==> src/rtl/gate_pkg.sv <==
// Shared types and helpers for the debounced gate array: mode encoding,
// the per-channel gate function and the default debounce length.
package gate_pkg;

    typedef enum logic [1:0] {
        MODE_AND  = 2'b00,
        MODE_OR   = 2'b01,
        MODE_XOR  = 2'b10,
        MODE_NAND = 2'b11
    } gate_mode_t;

    // 10 ms at 100 MHz
    localparam int DB_CYCLES_DEF = 1000000;

    function automatic logic gate_op(input gate_mode_t mode, input logic a, input logic b);
        logic r;
        case (mode)
            MODE_AND:  r = a & b;
            MODE_OR:   r = a | b;
            MODE_XOR:  r = a ^ b;
            MODE_NAND: r = ~(a & b);
            default:   r = 1'b0;
        endcase
        return r;
    endfunction

endpackage

==> src/rtl/debounce_sync.sv <==
// Two-flop synchroniser followed by a hold-time debouncer: a new level is
// accepted only after it has been seen for DB_CYCLES consecutive cycles.
module debounce_sync #(
    parameter int DB_CYCLES = 1000000,
    parameter int CNT_W     = 20
) (
    input  logic clk,
    input  logic rst_n,
    input  logic raw,
    output logic stable
);

    logic             r_sync1;
    logic             r_sync2;
    logic             r_stable;
    logic [CNT_W-1:0] r_cnt;

    always_ff @(posedge clk or negedge rst_n) begin
        if (!rst_n) begin
            r_sync1  <= 1'b0;
            r_sync2  <= 1'b0;
            r_stable <= 1'b0;
            r_cnt    <= '0;
        end else begin
            r_sync1 <= raw;
            r_sync2 <= r_sync1;
            // Any edge where the level agrees with stable restarts the count.
            if (r_sync2 == r_stable) begin
                r_cnt <= '0;
            end else if (r_cnt == CNT_W'(DB_CYCLES - 1)) begin
                r_stable <= r_sync2;
                r_cnt    <= '0;
            end else begin
                r_cnt <= r_cnt + 1'b1;
            end
        end
    end

    assign stable = r_stable;

endmodule

==> src/rtl/debounced_gate_array.sv <==
// N_CH switch-driven two-input gates with a button-selected gate mode;
// all raw inputs are synchronised and debounced, all outputs registered.
module debounced_gate_array
    import gate_pkg::*;
#(
    parameter int N_CH      = 4,
    parameter int DB_CYCLES = DB_CYCLES_DEF,
    parameter int CNT_W     = 20
) (
    input  logic              clk,
    input  logic              rst_n,
    input  logic [2*N_CH-1:0] swt,
    input  logic              btn_mode,
    output logic [N_CH-1:0]   led,
    output logic              led_all,
    output logic [1:0]        mode_led
);

    localparam int N_IN = 2 * N_CH + 1;

    logic [N_IN-1:0] w_raw;
    logic [N_IN-1:0] w_stable;
    logic            w_btn_rise;
    logic [N_CH-1:0] w_res;
    gate_mode_t      w_mode_nxt;

    gate_mode_t      r_mode;
    logic            r_btn_d;
    logic [N_CH-1:0] r_led;
    logic            r_led_all;

    // Button occupies the top debouncer slot, switches the rest.
    assign w_raw = {btn_mode, swt};

    for (genvar g = 0; g < N_IN; g++) begin : g_db
        debounce_sync #(
            .DB_CYCLES(DB_CYCLES),
            .CNT_W    (CNT_W)
        ) u_db (
            .clk   (clk),
            .rst_n (rst_n),
            .raw   (w_raw[g]),
            .stable(w_stable[g])
        );
    end

    assign w_btn_rise = w_stable[N_IN-1] & ~r_btn_d;

    always_ff @(posedge clk or negedge rst_n) begin
        if (!rst_n) begin
            r_mode  <= MODE_AND;
            r_btn_d <= 1'b0;
        end else begin
            r_mode  <= w_mode_nxt;
            r_btn_d <= w_stable[N_IN-1];
        end
    end

    always_comb begin
        w_mode_nxt = r_mode;
        if (w_btn_rise) begin
            case (r_mode)
                MODE_AND:  w_mode_nxt = MODE_OR;
                MODE_OR:   w_mode_nxt = MODE_XOR;
                MODE_XOR:  w_mode_nxt = MODE_NAND;
                MODE_NAND: w_mode_nxt = MODE_AND;
                default:   w_mode_nxt = MODE_AND;
            endcase
        end
    end

    always_comb begin
        w_res = '0;
        for (int i = 0; i < N_CH; i++) begin
            w_res[i] = gate_op(r_mode, w_stable[2*i], w_stable[2*i+1]);
        end
    end

    always_ff @(posedge clk or negedge rst_n) begin
        if (!rst_n) begin
            r_led     <= '0;
            r_led_all <= 1'b0;
        end else begin
            r_led     <= w_res;
            r_led_all <= &w_res;
        end
    end

    assign led      = r_led;
    assign led_all  = r_led_all;
    assign mode_led = r_mode;

endmodule

==> config.mk <==
export PLATFORM = sky130hd
export DESIGN_NAME = debounced_gate_array
export DESIGN_NICKNAME = d
export VERILOG_FILES = /design/src/rtl/gate_pkg.sv /design/src/rtl/debounce_sync.sv /design/src/rtl/debounced_gate_array.sv
export SDC_FILE = /design/constraint.sdc
export NUM_CORES = 1
export LEC_CHECK = 0
export BUFFER_PORTS_ARGS = -buffer_cell sky130_fd_sc_hd__clkbuf_2
export CAP_MARGIN = 30
export CORE_UTILIZATION = 32
export DETAILED_ROUTE_END_ITERATION = 8
export PLACE_DENSITY = 0.53
export SLEW_MARGIN = 40
export SYNTH_ARGS = -nofsm -noshare
export SYNTH_HDL_FRONTEND = slang
export SYNTH_HIERARCHICAL = 1
export SYNTH_SLANG_ARGS = --single-unit
export TNS_END_PERCENT = 10
==> constraint.sdc <==
create_clock -name clk -period 2.2 [get_ports clk]
set_input_delay 0.33 -clock clk [delete_from_list [all_inputs] [get_ports clk]]
set_output_delay 0.33 -clock clk [all_outputs]
set_load 0.01 [all_outputs]
# Word-level counts from Yosys, hierarchy flattened
# Cells that the tools add are included.
dict set report totals {
  wordCells 131
  in_bits 11
  regBits 215
  out_inout_bits 7
}
dict set report op_classes {
  mux 23
  n_reduce_logical 11
  n_eq_ne 21
  add_sub_neg 9
  bitwise_logic 27
}
# cell n
set ops {}
lappend ops {{2-to-1 mux 20 bit} 18}
lappend ops {{adder 20 x 1 -> 20 bit (second input constant)} 9}
lappend ops {{equality test 20 bit (second input constant)} 9}
lappend ops {{AND reduction 2 bit} 9}
lappend ops {{case mux 1 bit (4 select lines)} 4}
lappend ops {{inverter 1 bit} 14}
lappend ops {{equality test 1 bit} 9}
lappend ops {{case mux 2 bit (4 select lines)} 1}
lappend ops {{bitwise AND 1 bit} 5}
lappend ops {{equality test 2 bit (second input constant)} 2}
lappend ops {{OR 1 bit} 4}
lappend ops {{AND reduction 4 bit} 1}
lappend ops {{XOR 1 bit} 4}
lappend ops {{equality test 2 x 1 -> 1 bit (second input constant)} 1}
lappend ops {{logical NOT 2 bit} 1}

# Logic depth before layout (Yosys ltp)
dict set report depth {
  ltp_word 4
  ltp_mapped 6
  mapped_depth_nobuf 5
}

# Cells and area by module
# The synthesis kept the hierarchy.
# module seq_area_each_um2 n_inst area_per_inst_um2 cells_each
set modules_own_cells {}
lappend modules_own_cells {debounce_sync 575.6 9 1114.8 108}
lappend modules_own_cells {debounced_gate_array 200.2 1 585.6 57}

# Worst setup path after synthesis
# Ideal clock, no wire load.
dict set report synth_path {
  path_type {reg2reg}
  from {reg g_db[0].u_db.r_cnt[4]}
  to {reg g_db[0].u_db.r_cnt[17]}
  setup_ns 0.078
  path_buffers 0
  path_stages_with_launch 5
  arrival_time_ns 1.541
  slack_ns 0.581
  required_time_ns 2.122
  period_less_slack_ns 1.619
  path_cell_list {dfrtp_1 nand4_4 or4_1 or3_1 a21oi_1}
}
dict set report synth_between {
  elab_chain_len 3
  elab_cells_between_ends 4
  classes_between {add/sub (1); eq/ne (1); mux (2)}
}
# element line_no
set synth_rtl {}
lappend synth_rtl {{from (decl)} debounce_sync.sv:16} ;# logic [CNT_W-1:0] r_cnt;
lappend synth_rtl {{from (signal assigned)} debounce_sync.sv:34} ;# r_cnt <= r_cnt + 1'b1;
lappend synth_rtl {{adder 20 x 1 -> 20 bit or equality test 20 bit (tied branches)} {debounce_sync.sv:34, debounce_sync.sv:30}}
lappend synth_rtl {{2-to-1 mux 20 bit *} debounce_sync.sv:30} ;# end else if (r_cnt == CNT_W'(DB_CYCLES - 1)) begin
lappend synth_rtl {{2-to-1 mux 20 bit *} debounce_sync.sv:28} ;# if (r_sync2 == r_stable) begin
# Mark *: on every way between the ends. The rest lies on a longest branch, timed or not.
# A chain may end at the register's enable or synchronous reset.

# Final worst setup path
dict set report layout_path {
  from {reg g_db[5].u_db.r_cnt[0]}
  to {reg g_db[5].u_db.r_cnt[18]}
}
dict set report layout_between {
  elab_chain_len 3
  elab_cells_between_ends 4
  classes_between {add/sub (1); eq/ne (1); mux (2)}
}
# element line_no
set layout_rtl {}
lappend layout_rtl {{from (decl)} debounce_sync.sv:16}
lappend layout_rtl {{from (signal assigned)} debounce_sync.sv:34}
lappend layout_rtl {{adder 20 x 1 -> 20 bit or equality test 20 bit (tied branches)} {debounce_sync.sv:34, debounce_sync.sv:30}}
lappend layout_rtl {{2-to-1 mux 20 bit *} debounce_sync.sv:30}
lappend layout_rtl {{2-to-1 mux 20 bit *} debounce_sync.sv:28}
# Marked as above.

==> results.md <==
* Outcome: complete, no violations
* Vias in the first global route at 7245
* Hold Startpoint: g_db[8].u_db/r_sync1$_DFF_PN0_
* Nature of the critical path startpoint: register
* Syn nets at 1061
* Setup Fix Bufs, Post-CTS at 0
* Final wirelength at 19.5 mm
* Worst hold path class: reg2reg
* Rows at 66
* Mean Syn Cell Area at 10.3 um2
* Fin. max-slew vios at 0
* Hold Crit Depth at 0
* Crit Path Class: reg2reg
* HPWL after DPL at 13.1 mm
* Layout cells sized above 1 at 0.116
* Crit end category: register
* DP Worst Slack at 0.347 ns
* Core Box Area at 32600 um2
* MaxCap Viol Count at 0
* Crit path largest cell delay at 0.47 ns
* Routed Antenna Nets at 0
* Worst Hold End: g_db[8].u_db/r_sync2$_DFF_PN0_
* Max transition margin at 0.596
* Vias per inst at 4.72
* Slowest-stage cell, CP: nor4_2
* Initial Util at 0.326
* Setup ws final at 0.369 ns
* CTS Root Cell: clkbuf_16
* Initial antenna violation count at 0
* Slew @ Worst Pin at 0.601 ns
* Register area share after synthesis at 0.507
* Most frequent cells in the layout: dfrtp_1 (215), nor2_1 (172), xnor2_1 (99)
* First-pass DRT Iterations at 4
* CP Cell Sequence: ha_1, nand3_1, nor4_2, mux2i_1, nor4b_1
* Fmax at 0.546 GHz
* Largest cells by area after synthesis: dfrtp_1 (51%), xnor2_1 (8.2%), nor2_1 (6.1%), xor2_1 (3.7%), nand3_1 (2.5%)
* Sink Count at 215
* CP bufs+invs at 0
* Static leakage at 4.98 nW
* Initial drt markers at 388
* Global Route Usage Sum at 0.123
* R2r setup slk at 0.37 ns
* FF-to-FF path depth at 5
* Area leader, netlist: dfrtp_1
* Fin. Hold Viols at 0
* Reg2reg end: g_db[5].u_db/r_cnt[18]$_DFF_PN0_
* Maximum fanout along the worst path at 5
* Area added between synthesis and finish at 16.2%
* PortBufs at 17
* CP arrival at 2.25 ns
* Synth Cell Area at 10600 um2
* Total power draw at 0.00851 W
* Die W at 184 um
* Reg clk slew, reported paths at 0.06 ns
* Post-CTS sizing at 0
* CTS H-Tree Depth at 1
* Tcrit/Tclk final at 0.832
* Most common cell after layout, fill and taps aside: dfrtp_1
* First-pass GRT wire length at 35.2 mm
* CTS tree: yes
* Largest net degree at the start of global routing at 71
* RSZ-0062 raised after global routing: no
* WL per Instance at 12.6 um
* # diodes at 0
* CTS Buffer Depth at 3
* DRC at 0
* CP top delay family: simple AND/OR/NAND/NOR gates
* # setup viols final at 0
* Clk_skew at 0.0200 ns
* RR Startpoint: g_db[5].u_db/r_cnt[0]$_DFF_PN0_
* Top-area cell type share of the netlist area at 0.507
* Worst skew pair latency at 0.53 ns
* Ports at 18
* Synth Instances at 1029
* Vias at 7347
* Peak supply drop at 0.495 mV
* Remaining Overflow, GRT at 0
* Final nets at 1127
* Die H at 184 um
* Pwr/cell area at 689 nW/um2
* Post-synth cell types at 32
* Number of CTS-inserted buffers at 26
* Critical path required time at 2.62 ns
* Ys Warns at 6
* GPL Wtd Cong at 0.737
* Period minus WS final at 1.83 ns
* Setup TNS at 0 ns
* Yosys reg bits at 215
* Die area at 33900 um2
==> stage by stage <==
step | std cells | instance area, um2 | hold slack, ns | util
after floorplan | 1029 | 10600 | 0.0344 | -
after global placement | 1499 | 11400 | 0.335 | 0.349
after detailed placement | 1499 | 11400 | 0.335 | 0.349
after CTS | 1555 | 12300 | 0.347 | 0.378
after global routing | 1555 | 12300 | 0.355 | 0.378
final | 1555 | 12300 | 0.346 | 0.378
==> where the power goes <==
| part | switching [W] | internal (W) | leakage (nW) |
|---|---|---|---|
| Combinational | 0.000172 | 0.0000938 | 1.62 |
| Sequential | 0.0000550 | 0.00401 | 2.94 |
| Clock | 0.00164 | 0.00253 | 0.417 |
| Total | 0.00187 | 0.00664 | 4.98 |
==> how the worst max path moves through the flow <==
stage,start,endpoint,slack (ns),cells past startpoint
after floorplan,g_db[0].u_db/r_cnt[4]$_DFF_PN0_,g_db[0].u_db/r_cnt[17]$_DFF_PN0_,0.58,4
after global placement,g_db[5].u_db/r_cnt[0]$_DFF_PN0_,g_db[5].u_db/r_cnt[18]$_DFF_PN0_,0.38,5
after detailed placement,g_db[4].u_db/r_cnt[0]$_DFF_PN0_,g_db[4].u_db/r_cnt[18]$_DFF_PN0_,0.35,5
after CTS,g_db[5].u_db/r_cnt[0]$_DFF_PN0_,g_db[5].u_db/r_cnt[18]$_DFF_PN0_,0.35,5
after global routing,g_db[4].u_db/r_cnt[1]$_DFF_PN0_,g_db[4].u_db/r_cnt[18]$_DFF_PN0_,0.17,5
final,g_db[5].u_db/r_cnt[0]$_DFF_PN0_,g_db[5].u_db/r_cnt[18]$_DFF_PN0_,0.37,5
==> routing by layer <==
| metal | track usage | up-vias | share of wire |
|---|---|---|---|
| li1 | - | 3731 | - |
| met1 | 0.179 | 3493 | 0.52 |
| met2 | 0.189 | 98 | 0.42 |
| met3 | 0.0205 | 25 | 0.039 |
| met4 | 0.0317 | 0 | 0.018 |
| met5 | 0 | - | 0 |
==> kinds of logic after synthesis <==
kind of cell	synth area share
XOR/XNOR	0.119
adder cells (fa/ha/maj)	0.0247
buffers and inverters	0.0209
AND/OR/NAND/NOR	0.270
multiplexers	0.0276
AO/OA/AOI/OAI	0.0310
flip-flops	0.507
==> flip-flops by register name, summed over array words and instances (netlist names) <==
| signal | cells |
|---|---|
| led | 4 |
| led_all | 1 |
| r_btn_d | 1 |
| g_db.u_db/stable | 9 |
| mode_led | 2 |
| g_db.u_db/r_sync2 | 9 |
| g_db.u_db/r_cnt | 180 |
| g_db.u_db/r_sync1 | 9 |
==> synthesized netlist by cell type <==
library cell and instances:
ha_1 21, nand2_1 59, or3_1 18, nor4_2 9, xnor2_1 99, nand4_2 9
mux2_1 1, mux2i_1 18, buf_2 9, o21ai_2 9, nor4_1 36, o21ai_1 1
nand2b_1 9, inv_2 1, mux2_2 9, and2_1 9, dfrtp_1 215, nor4b_1 18
nor3_1 45, a41oi_2 4, nor2_1 172, xor2_1 45, o21ai_0 18, nand3_1 54
nand4_1 27, or4_1 9, nor2b_1 4, and3_1 9, nand4_4 9, and4_1 19
a21oi_1 18, inv_1 46
==> timing repair <==
action / in CTS / in global routing
endpoints found under the setup margin: 0 / 0
hold buffers: 10 / 0
hold endpoints to repair: 74 / 0
==> area by class of cell <==
class / count / area, um2
Sequential cell: 215 / 5380
Fill cell: 3212 / 20300
Clock buffer: 34 / 721
Tap cell: 442 / 553
Clock inverter: 12 / 126
Timing Repair Buffer: 47 / 370
Inverter: 47 / 176
Multi-Input combinational cell: 758 / 5020
Power figures use the tool's default switching activity.
